### src/rtl/router_input_arbiter_pkg.sv
// Shared router definitions used by the input arbiter.
//   - Arbiter FSM state encodings (2-bit, legacy-compatible constants)
//   - Default abort timeout for the router round-trip
//   - Held packet record and a one-hot helper
package router_input_arbiter_pkg;

  localparam int SRC_COUNT       = 4;
  localparam int TIMEOUT_DEFAULT = 16;

  localparam logic [1:0] ST_IDLE      = 2'd0;
  localparam logic [1:0] ST_ISSUE     = 2'd1;
  localparam logic [1:0] ST_WAIT_ACK  = 2'd2;
  localparam logic [1:0] ST_WAIT_DONE = 2'd3;

  typedef struct packed {
    logic [7:0] data;
    logic [1:0] dest;
  } pkt_t;

  function automatic logic [3:0] onehot4(input logic [1:0] idx);
    return 4'b0001 << idx;
  endfunction

endpackage

### src/rtl/router_input_arbiter_rr_pick4.sv
// Combinational 4-way round-robin picker.
//   request : per-source request bits
//   ptr     : highest-priority source this round
//   found   : at least one request is set
//   index   : first set request scanning ptr, ptr+1, ... (mod 4)
module rr_pick4 (
  input  logic [3:0] request,
  input  logic [1:0] ptr,
  output logic       found,
  output logic [1:0] index
);

  // Scan from the farthest offset down so the nearest requester wins last.
  always_comb begin
    found = 1'b0;
    index = 2'd0;
    for (int k = 3; k >= 0; k--) begin
      if (request[ptr + 2'(k)]) begin
        found = 1'b1;
        index = ptr + 2'(k);
      end
    end
  end

endmodule

### src/rtl/router_input_arbiter.sv
// Round-robin arbiter feeding one router input port from four sources.
// One packet is outstanding at a time; the arbiter waits for the router to
// drop and then re-raise rtr_ready_in before arbitrating again, and aborts
// with a timeout_err pulse if either wait exceeds TIMEOUT cycles.
//   clk, rst        : clock, asynchronous active-high reset
//   src_valid/data/dest : per-source request, byte, destination
//   src_ack         : one-hot pulse, source's packet taken
//   rtr_ready_in    : router input-ready
//   rtr_pkt_valid, rtr_data_in, rtr_dest_addr : packet to router
//   busy, grant_id, timeout_err, pkt_count    : status
//
// state     | meaning
// ----------+---------------------------------------------------
// IDLE      | waiting for router ready and any source request
// ISSUE     | one-cycle strobe to router, ack to the winner
// WAIT_ACK  | waiting for router to drop ready (packet accepted)
// WAIT_DONE | waiting for router to raise ready again
module router_input_arbiter
  import router_input_arbiter_pkg::*;
#(
  parameter int NUM_SRC = SRC_COUNT,
  parameter int TIMEOUT = TIMEOUT_DEFAULT
) (
  input  logic                   clk,
  input  logic                   rst,
  input  logic [NUM_SRC-1:0]     src_valid,
  input  logic [8*NUM_SRC-1:0]   src_data,
  input  logic [2*NUM_SRC-1:0]   src_dest,
  output logic [NUM_SRC-1:0]     src_ack,
  input  logic                   rtr_ready_in,
  output logic                   rtr_pkt_valid,
  output logic [7:0]             rtr_data_in,
  output logic [1:0]             rtr_dest_addr,
  output logic                   busy,
  output logic [1:0]             grant_id,
  output logic                   timeout_err,
  output logic [15:0]            pkt_count
);

  localparam int TW = $clog2(TIMEOUT + 1);

  logic [1:0]    state;
  logic [1:0]    state_nxt;
  logic [1:0]    rr_ptr;
  logic [TW-1:0] timer;
  logic          timer_tc;
  logic          abort;
  pkt_t          hold;
  logic          pick_found;
  logic [1:0]    pick_idx;

  rr_pick4 u_pick (
    .request (src_valid),
    .ptr     (rr_ptr),
    .found   (pick_found),
    .index   (pick_idx)
  );

  assign timer_tc = (timer == TW'(TIMEOUT - 1));

  always_comb begin
    state_nxt = state;
    abort     = 1'b0;
    case (state)
      ST_IDLE:      if (rtr_ready_in && pick_found) state_nxt = ST_ISSUE;
      ST_ISSUE:     state_nxt = ST_WAIT_ACK;
      ST_WAIT_ACK: begin
        if (!rtr_ready_in) begin
          state_nxt = ST_WAIT_DONE;
        end else if (timer_tc) begin
          state_nxt = ST_IDLE;
          abort     = 1'b1;
        end
      end
      ST_WAIT_DONE: begin
        if (rtr_ready_in) begin
          state_nxt = ST_IDLE;
        end else if (timer_tc) begin
          state_nxt = ST_IDLE;
          abort     = 1'b1;
        end
      end
      default:      state_nxt = ST_IDLE;
    endcase
  end

  always_ff @(posedge clk or posedge rst) begin
    if (rst) begin
      state       <= ST_IDLE;
      rr_ptr      <= 2'd0;
      grant_id    <= 2'd0;
      hold        <= '0;
      timer       <= '0;
      timeout_err <= 1'b0;
      pkt_count   <= 16'd0;
    end else begin
      state       <= state_nxt;
      timeout_err <= abort;

      // Timer only runs while dwelling in one of the two wait states.
      if ((state_nxt != state) ||
          !((state == ST_WAIT_ACK) || (state == ST_WAIT_DONE))) begin
        timer <= '0;
      end else begin
        timer <= timer + TW'(1);
      end

      if ((state == ST_IDLE) && (state_nxt == ST_ISSUE)) begin
        grant_id  <= pick_idx;
        hold.data <= src_data[{pick_idx, 3'b000} +: 8];
        hold.dest <= src_dest[{pick_idx, 1'b0} +: 2];
      end

      if (state == ST_ISSUE) begin
        rr_ptr    <= grant_id + 2'd1;
        pkt_count <= pkt_count + 16'd1;
      end
    end
  end

  assign rtr_pkt_valid = (state == ST_ISSUE);
  assign src_ack       = (state == ST_ISSUE) ? onehot4(grant_id) : 4'b0000;
  assign busy          = (state != ST_IDLE);
  assign rtr_data_in   = hold.data;
  assign rtr_dest_addr = hold.dest;

endmodule

### config.mk
export PLATFORM = sky130hd
export DESIGN_NAME = router_input_arbiter
export DESIGN_NICKNAME = d
export VERILOG_FILES = /design/src/rtl/router_input_arbiter_pkg.sv /design/src/rtl/router_input_arbiter_rr_pick4.sv /design/src/rtl/router_input_arbiter.sv
export SDC_FILE = /design/constraint.sdc
export NUM_CORES = 1
export LEC_CHECK = 0
export ABC_AREA = 1
export ABC_CLOCK_PERIOD_IN_PS = 1800
export BUFFER_PORTS_ARGS = -buffer_cell sky130_fd_sc_hd__buf_2
export CORE_MARGIN = 2
export CORE_UTILIZATION = 32
export CTS_CLUSTER_DIAMETER = 150
export CTS_CLUSTER_SIZE = 14
export DETAILED_ROUTE_END_ITERATION = 10
export GPL_TIMING_DRIVEN = 0
export PLACE_DENSITY = 0.62
export SYNTH_ARGS = -nofsm -noshare
export SYNTH_HDL_FRONTEND = slang
export SYNTH_SLANG_ARGS = --single-unit
export TNS_END_PERCENT = 1
### constraint.sdc
create_clock -name clk -period 1.8 [get_ports clk]
set_input_delay 0.36 -clock clk [delete_from_list [all_inputs] [get_ports clk]]
set_output_delay 0.36 -clock clk [all_outputs]
set_load 0.02 [all_outputs]
==> impl_metrics.tcl <==
set metrics [dict create \
    core_area_sq_mm 0.00733 \
    holdBufCountCts 0 \
    cp_max_fo 6 \
    synth_seq_cells 38 \
    htree_num_levels 2 \
    dpl-instance-area_sq_mm 0.00297 \
    maxCapViolCount 0 \
    cts_root_buf "clkbuf_8" \
    power.total_mw 5.43 \
    ys_warn_count 0 \
    drv_slew 0 \
    initial_core_util_pct 33.3 \
    reg2reg_slack_ns -0.02 \
    wl_per_cell_um 11.0 \
    port_buffers 81 \
    worstMarginPinSlew_ns 0.801 \
    dieWidth_um 91.4 \
    ys_seq_area_share_pct 38.9 \
    hold_viol 0 \
    setup_slack_ns -0.0196 \
    vias 2470 \
    antenna_found_initial 0 \
    die_area_sq_mm 0.00835 \
    syn_area_sq_mm 0.00244 \
    worstPathRequired_ns 1.98 \
    syn_avg_cell_area_sq_um 7.00 \
    dr.pass1.iters 4 \
    rsz0062_at_grt "yes" \
    status "finished with violations" \
    clock.fmax_mhz 550 \
    grt_max_degree 39 \
    ant_nets 0 \
    violations "setup timing" \
    nets 506 \
    drc_errors 0 \
    cts_tree "yes" \
    final.period_utilization_pct 101 \
    syn-num-nets 403 \
    rows 31 \
    yosysUniqueCellTypes 29 \
    final_cells 552 \
    worst_setup_path_start_kind "register" \
    fin_skew_ns 0.00462 \
    io_pins 82 \
    drtIter0Drc 73 \
    drt_wl_total_um 6070 \
    setup_viol 5 \
    netlist_instances 349 \
    n_fill_cell 762 \
    ff_latch_area_sq_um 953 \
    worstReg2RegEnd "rtr_data_in[2]$_DFFE_PP0P_" \
    r2r-start "rr_ptr[0]$_DFFE_PP0P_" \
    worstSetupPathType "register to register" \
    finalInstanceArea_sq_mm 0.00337 \
    multi_input_area_sq_mm 0.00130 \
    maxSlewHeadroom_pct 46.5 \
    die_h_um 91.4 \
    grt_pass1_wl_um 9750 \
    ir_drop_mv 0.555 \
    track_usage_pct 13.9 \
    fin_hold_ws_ns 0.215 \
    cts.clk_slew.worst_paths_ns 0.07 \
    grt_overflow_total 0 \
    gp_congestion 0.811 \
    p_per_area_mw_per_mm2 1610 \
    synthToLayoutAreaGrowth_pct 38.0 \
    diodes 0 \
    dp_hpwl_um 4390 \
    end_kind "register" \
    grt_pass1_vias 2257 \
    numCtsBuffers 5 \
    viasPerCell 4.47 \
    hold_path.class "input port to async pin" \
    drive_gt1_share_pct 35.5 \
    worstPathArrival_ns 2.00 \
    clock-sinks 38 \
    fin_crit_ns 1.82 \
    rr_worst_depth 16 \
    clk_latency_ns 0.28 \
    p_leak_nw 2.00 \
    dp_cells 529 \
    clk_path_buf_depth 2 \
]
-- worst max-delay path, stage by stage (launching register included) --
cell	delay [ns]
dfrtp_1	0.39
buf_6	0.15
clkinv_8	0.07
nand2_2	0.05
nand2_2	0.08
nand2_2	0.06
nand2_2	0.08
nor2_2	0.04
nor2_1	0.14
nand2_2	0.13
nand2_4	0.13
buf_6	0.13
nand2_2	0.04
nand3_1	0.06
nand2_1	0.06
nand2_1	0.07
nand2_1	0.05
-- layout make-up --
| class | count | area share (%) |
|---|---|---|
| well taps | 99 | 3.67 |
| flip-flops and latches | 38 | 28.3 |
| inverters | 71 | 8.50 |
| repair buffers | 96 | 15.8 |
| multi-input cells | 231 | 38.6 |
| clock inverters | 1 | 0.148 |
| clock buffers | 7 | 2.56 |
| plain buffers | 9 | 2.52 |
-- routing by layer --
layer / global-route usage [%] / up-vias / routed length (um)
met1: 18.5 / 1144 / 2790
met4: 3.16 / 0 / 63
met3: 2.82 / 7 / 299
li1: - / 1257 / -
met2: 23.4 / 62 / 2920
met5: 0 / - / 0
-- cells in the final DEF, fill, tap and decap left out, types with 5 or more instances in the layout --
cell type	n
buf_6	7
nor2_1	18
nand2_4	8
clkbuf_8	6
buf_2	83
nand2_2	17
nand2_1	94
xnor2_1	5
ha_1	7
nand3_1	42
dfrtp_1	36
inv_1	64
xor2_1	11
buf_4	13
-- cell families (layout without fill, tap and decap cells) --
logic type | Yosys count | count (layout) | share of synthesized area [%]
AO/OA/AOI/OAI | 10 | 10 | 2.41
XOR/XNOR | 16 | 16 | 5.73
adder cells (fa/ha/maj) | 7 | 7 | 3.58
buffers and inverters | 80 | 184 | 13.8
flip-flops | 38 | 38 | 38.9
AND/OR/NAND/NOR | 198 | 198 | 35.6
-- synthesized netlist by cell type, drive strengths merged --
cell type | n | area [sq um]
nand2 | 119 | 462
inv | 71 | 269
nand3 | 48 | 250
dfrtp | 38 | 951
nor2 | 24 | 105
xor2 | 11 | 96.3
buf | 8 | 63.8
ha | 7 | 87.6
xnor2 | 5 | 43.8
o21ai | 4 | 20.0
a21oi | 3 | 15.0
nor4 | 3 | 25.0
nor3 | 2 | 15.0
a21o | 1 | 7.51
and3 | 1 | 6.26
clkbuf | 1 | 3.75
nand4 | 1 | 6.26
o2111ai | 1 | 8.76
o211ai | 1 | 7.51
-- report_power, final --
part	switching [mW]	internal (mW)
clock network	0.292	0.309
registers	0.231	1.10
logic	2.10	1.40
total	2.62	2.81
-- worst max-delay path by stage --
stage | start | to | slack, ns | cells after the start
final | rr_ptr[0]$_DFFE_PP0P_ | rtr_data_in[2]$_DFFE_PP0P_ | -0.02 | 16
after global routing | rr_ptr[0]$_DFFE_PP0P_ | rtr_data_in[1]$_DFFE_PP0P_ | -0.13 | 16
after CTS | rr_ptr[0]$_DFFE_PP0P_ | rtr_data_in[2]$_DFFE_PP0P_ | -0.005 | 14
after detailed placement | rr_ptr[0]$_DFFE_PP0P_ | rtr_data_in[2]$_DFFE_PP0P_ | 0.006 | 14
after global placement | rr_ptr[0]$_DFFE_PP0P_ | rtr_data_in[6]$_DFFE_PP0P_ | 0.03 | 14
after floorplan | pkt_count[0]$_DFFE_PP0P_ | pkt_count[14]$_DFFE_PP0P_ | 0.12 | 10
-- what timing repair did --
| item | 4_1_cts | 5_1_grt |
|---|---|---|
| cloned | 0 | 3 |
| buffers inserted | 0 | 12 |
| gates resized for setup | 1 | 56 |
| endpoints found under the setup margin | 5 | 22 |
| pin swaps | 0 | 21 |
-- sequential cells by signal, summed over array words and instances (netlist names) --
| register | cells |
|---|---|
| state | 2 |
| rtr_dest_addr | 2 |
| pkt_count | 16 |
| timeout_err | 1 |
| timer | 5 |
| rr_ptr | 2 |
| grant_id | 2 |
| rtr_data_in | 8 |
-- metrics by stage --
stage	utilization, %	setup WS (ns)	TNS, ns
after floorplan	-	0.123	0
after global placement	40.6	0.0340	0
after detailed placement	40.6	0.00643	0
after CTS	41.8	-0.00489	-0.00489
after global routing	46.0	-0.133	-1.39
final	46.0	-0.0196	-0.0503
Note: power is estimated with default switching activity, not from simulation.
